### config.mk
export PLATFORM = sky130hd
export DESIGN_NAME = seq_tail_lights
export DESIGN_NICKNAME = d
export VERILOG_FILES = /design/src/rtl/seq_tail_lights.sv
export SDC_FILE = /design/constraint.sdc
export NUM_CORES = 1
export LEC_CHECK = 0
export CAP_MARGIN = 20
export CORE_MARGIN = 1
export CORE_UTILIZATION = 60
export CTS_BUF_LIST = sky130_fd_sc_hd__clkbuf_2
export DETAILED_ROUTE_END_ITERATION = 16
export PLACE_DENSITY = 0.79
export RECOVER_POWER = 25
export SLEW_MARGIN = 20
export SYNTH_ARGS = -nofsm -noshare
export SYNTH_HDL_FRONTEND = slang
export SYNTH_SLANG_ARGS = --single-unit
### constraint.sdc
create_clock -name Clk -period 2.4 [get_ports Clk]
set_input_delay 0.36 -clock Clk [delete_from_list [all_inputs] [get_ports Clk]]
set_output_delay 0.36 -clock Clk [all_outputs]
set_load 0.02 [all_outputs]
### src/rtl/seq_tail_lights.sv
// seq_tail_lights
//   Sequential tail-light controller with N_LAMPS lamps per side. An internal
//   step divider advances the animation once every TICK_DIV clock cycles.
//   A turn request fills the lamps on its side from the inside out, then
//   clears them, and repeats. A hazard request flashes both sides together.
//   BRAKE lights every side that is not animated, except in hazard mode.
//   Any change of the decoded request restarts the animation from phase 0.
//
// Parameters
//   N_LAMPS   lamps per side (>=1); bit 0 is the innermost lamp
//   TICK_DIV  Clk cycles per animation step (>=1)
//
// Ports
//   Clk     system clock, rising edge
//   Rst     synchronous active-high reset
//   LEFT    left turn request (level)
//   RIGHT   right turn request (level)
//   HAZ     hazard request (level, highest priority)
//   BRAKE   brake request (level)
//   LAMP_L  left lamps, active-high, registered
//   LAMP_R  right lamps, active-high, registered
module seq_tail_lights #(
  parameter int N_LAMPS  = 3,
  parameter int TICK_DIV = 25_000_000
) (
  input  logic               Clk,
  input  logic               Rst,
  input  logic               LEFT,
  input  logic               RIGHT,
  input  logic               HAZ,
  input  logic               BRAKE,
  output logic [N_LAMPS-1:0] LAMP_L,
  output logic [N_LAMPS-1:0] LAMP_R
);

  localparam int CNT_W = (TICK_DIV > 1) ? $clog2(TICK_DIV) : 1;
  localparam int PH_W  = $clog2(N_LAMPS + 1);

  localparam logic [CNT_W-1:0] CNT_LAST = CNT_W'(TICK_DIV - 1);
  localparam logic [PH_W-1:0]  PH_LAST  = PH_W'(N_LAMPS);

  typedef enum logic [1:0] {
    IDLE,
    LEFT_SEQ,
    RIGHT_SEQ,
    HAZARD
  } mode_t;

  mode_t              mode,     mode_nxt, dec_mode;
  logic [CNT_W-1:0]   cnt,      cnt_nxt;
  logic [PH_W-1:0]    phase,    phase_nxt;
  logic [N_LAMPS-1:0] lamp_l_nxt, lamp_r_nxt;
  logic [N_LAMPS-1:0] seq_pat, brake_pat;
  logic               step;

  // NOTE: every signal assigned in this block gets a default first, so no
  // path leaves it unassigned and no latch is inferred.
  always_comb begin
    // Request decode; LEFT and RIGHT together fall through to IDLE.
    dec_mode = IDLE;
    if (HAZ)                dec_mode = HAZARD;
    else if (LEFT && !RIGHT) dec_mode = LEFT_SEQ;
    else if (RIGHT && !LEFT) dec_mode = RIGHT_SEQ;

    step      = (cnt == CNT_LAST);
    mode_nxt  = mode;
    cnt_nxt   = cnt;
    phase_nxt = phase;

    if (dec_mode != mode) begin
      // A mode change restarts the animation and swallows any coincident step.
      mode_nxt  = dec_mode;
      cnt_nxt   = '0;
      phase_nxt = '0;
    end else begin
      cnt_nxt = step ? '0 : cnt + CNT_W'(1);
      if (step) begin
        unique case (mode)
          LEFT_SEQ, RIGHT_SEQ: phase_nxt = (phase == PH_LAST) ? '0 : phase + PH_W'(1);
          HAZARD:              phase_nxt = phase ^ PH_W'(1);
          default:             phase_nxt = '0;
        endcase
      end
    end

    // Fill pattern: the low phase_nxt lamps are lit, i.e. (1 << phase) - 1.
    seq_pat = '0;
    for (int i = 0; i < N_LAMPS; i++) begin
      seq_pat[i] = (PH_W'(i) < phase_nxt);
    end
    brake_pat = {N_LAMPS{BRAKE}};

    // Lamps follow the next-state mode/phase so they match the state after
    // the edge; only BRAKE is taken from the current inputs.
    lamp_l_nxt = brake_pat;
    lamp_r_nxt = brake_pat;
    unique case (mode_nxt)
      LEFT_SEQ:  lamp_l_nxt = seq_pat;
      RIGHT_SEQ: lamp_r_nxt = seq_pat;
      HAZARD: begin
        lamp_l_nxt = phase_nxt[0] ? '0 : '1;
        lamp_r_nxt = phase_nxt[0] ? '0 : '1;
      end
      default: ;
    endcase
  end

  // NOTE: sequential state is updated with non-blocking assignments so every
  // register samples the pre-edge values regardless of statement order.
  always_ff @(posedge Clk) begin
    if (Rst) begin
      mode   <= IDLE;
      cnt    <= '0;
      phase  <= '0;
      LAMP_L <= '0;
      LAMP_R <= '0;
    end else begin
      mode   <= mode_nxt;
      cnt    <= cnt_nxt;
      phase  <= phase_nxt;
      LAMP_L <= lamp_l_nxt;
      LAMP_R <= lamp_r_nxt;
    end
  end

endmodule

==> run_results.csv <==
group,metric,value,unit
cells_and_area,final_common_cell,"nor2_1",
yosys,synth_edf_count,0,
routing,avgViaCountPerCell,5.98,
clock_tree,path_clk_slew,0.17,ns
timing,worstMarginPinSlew,0.529,ns
floorplanning,die_height,57.4,um
routing,drtAntennaViolNets,0,
cells_and_area,drive_gt1_frac,0.0856,
power_and_ir_drop,p_int,707,uW
status,status,"finished clean",
clock_tree,numCtsBuffers,5,
yosys,yosysTopAreaCell,"dfxtp_1",
power_and_ir_drop,seq_power_share,0.623,
timing,max_slew_margin,0.646,
timing,slew_viol_final,0,
floorplanning,initial_core_util,0.651,
floorplanning,coreArea,2830,um^2
yosys,ys_seq_elements,35,
floorplanning,die-area,3300,um^2
timing,clock_skew,0.00298,ns
hold_path,whs_path_depth,1,
power_and_ir_drop,combPwrFrac,0.106,
yosys,ys.flop_type,"dfxtp_1",
cells_and_area,antenna_cells,0,
yosys,async_flop_share,0,
floorplanning,top_level_ports,12,
clock_tree,htreeDepth,2,
clock_tree,cts_tree,"built",
timing,rsz0062_at_grt,"false",
power_and_ir_drop,pwr-share-clk,0.271,
timing,min_period,2.19,ns
routing,drt-pass1-iter-count,4,
placement,gp_congestion,0.954,
run,maxCapViolations,0,
cells_and_area,layout.nets,231,
yosys,syn-cell-area,1840,um^2
setup_path,crit_fanout,5,
cells_and_area,syn_to_final_growth,9.92,%
clock_tree,root_buffer,"clkbuf_2",
global_route,grt_pass1_wl,6320,um
routing,routed_wl,3690,um
cells_and_area,final_cell_mix,"nor2_1 (36), dfxtp_1 (35), xnor2_1 (18)",
clock_tree,clk_latency,0.38,ns
power_and_ir_drop,p_sw,257,uW
power_and_ir_drop,swShare,0.267,
timing,hold_viol,0,
power_and_ir_drop,peakVddDrop,0.400,mV
clock_tree,cts_sinks,35,
timing,max_freq,456,MHz
yosys,syn_nets,218,
hold_path,hp-class,"reg -> reg",
setup_path,reg2reg_depth,6,
yosys,syn_area_per_cell,8.85,um^2
routing,drt-initial-drc-count,103,
placement,dp_cells,245,
routing,drt-wirelength-per-cell,14.6,um
yosys,yosys.area.top_type_share,0.380,
yosys,ys_types,43,
clock_tree,cts_buffer_depth,2,
setup_path,critPathKind,"reg -> reg",
yosys,yosys-top-cells-area,"dfxtp_1 (38%), xnor2_1 (8.6%), nor2_1 (7.3%)",
global_route,grt_max_degree,26,
timing,setup_viol,0,
timing,fin_ws,0.206,ns
yosys,ys_seq_area_frac,0.380,
global_route,grt_usage,0.253,
clock_tree,post_cts_buffers,0,
power_and_ir_drop,power_density,476,nW/um^2
floorplanning,die_w,57.4,um
global_route,antenna_found_initial,0,
placement,post-dp-hpwl,2720,um
routing,route.detailed.drc,0,
placement,portBuffers,11,
yosys,yosys_warnings,0,
timing,fin_tns_setup,0,ns
setup_path,worst-endpoint-arrival,2.49,ns
floorplanning,rows,19,
routing,routed-via-count,1513,
yosys,synth_cells,208,
global_route,grt_overflow,0,
placement,place_worst_setup_slack,0.135,ns
setup_path,setup.worst_path.start_class,"register",
cells_and_area,stdcell_count,253,
power_and_ir_drop,power.leakage,0.673,nW
global_route,grt_pass1_vias,1511,
setup_path,worstPathRequired,2.70,ns
setup_path,cp-end-kind,"register",
timing,final.period_utilization,0.914,
==> routing by layer <==
metal,track usage,vias up,part of all wire
met4,0.129,0,0.015
met2,0.424,43,0.51
met1,0.292,695,0.43
met5,0,-,0
met3,0.0771,6,0.047
li1,-,769,-
==> flip-flops by register name, indices dropped and copies added, names as in the netlist <==
signal,cells
cnt,25
LAMP_L,3
LAMP_R,3
mode,2
phase,2
==> stage by stage <==
step / power (mW) / util / instance area (um^2) / hold slack [ns]
2_1_floorplan: 0.677 / - / 1840 / 0.426
6_report: 0.964 / 0.716 / 2020 / 0.489
3_5_place_dp: 0.718 / 0.696 / 1970 / 0.457
5_1_grt: 1.01 / 0.716 / 2020 / 0.517
3_3_place_gp: 0.713 / 0.696 / 1970 / 0.451
4_1_cts: 0.973 / 0.709 / 2010 / 0.491
==> cell usage after synthesis, types with 3 or more instances <==
library cell,count
and3_1,3
and2_1,4
nor2b_1,3
nand3_1,8
ha_1,4
nand2_1,10
nor3_1,5
nand4_1,4
inv_1,8
a21oi_1,6
xnor2_1,18
nor4_1,8
and4_1,6
buf_2,3
dfxtp_1,35
nand2b_1,4
xor2_1,5
a211o_1,3
nor2_1,36
nor4b_1,3
==> cell type report <==
cell class,instances,area [um^2]
Timing Repair Buffer,13,123
Tap cell,31,38.8
Fill cell,231,805
Inverter,8,30.0
Multi-Input combinational cell,158,1090
Clock inverter,2,7.51
Clock buffer,6,30.0
Sequential cell,35,701
==> critical path, stage by stage, from the launching register on <==
cell and delay (ns):
dfxtp_1 0.41, ha_1 0.22, and4_1 0.32, nand2_1 0.23
nor3_4 0.28, mux2_2 0.39, a221oi_1 0.27
==> final timing paths <==
path	startpoint	end	slack [ns]
worst max-delay path	cnt[0]	LAMP_L[2]	0.21
worst min-delay path	cnt[0]	cnt[0]	0.49
worst max register to register	cnt[0]	LAMP_L[2]	0.21
worst min register to register	cnt[0]	cnt[0]	0.49
==> what timing repair did <==
| item | 4_1_cts | 5_1_grt |
|---|---|---|
| gates resized for setup | 0 | 4 |
| setup endpoints to repair | 0 | 2 |
| hold buffers | 0 | 0 |
==> power groups by stage <==
stage | Combinational, mW | Clock [mW] | Sequential, mW
3_3_place_gp | 0.101 | 0 | 0.613
3_5_place_dp | 0.104 | 0 | 0.614
5_1_grt | 0.112 | 0.292 | 0.603
6_report | 0.102 | 0.261 | 0.601
4_1_cts | 0.105 | 0.267 | 0.601
2_1_floorplan | 0.0537 | 0 | 0.624
==> logic make-up (layout without fill, tap and decap cells) <==
group / Yosys count / count (layout) / synth area share
DFF: 35 / 35 / 0.380
adders and majority gates: 4 / 4 / 0.0272
AOI/OAI and AO/OA: 25 / 25 / 0.103
buffers and inverters: 15 / 29 / 0.0367
xor gates and xnor gates: 23 / 23 / 0.109
and+or+nand+nor: 103 / 103 / 0.326
muxes: 3 / 3 / 0.0170
Note: power is estimated with default switching activity, not from simulation.
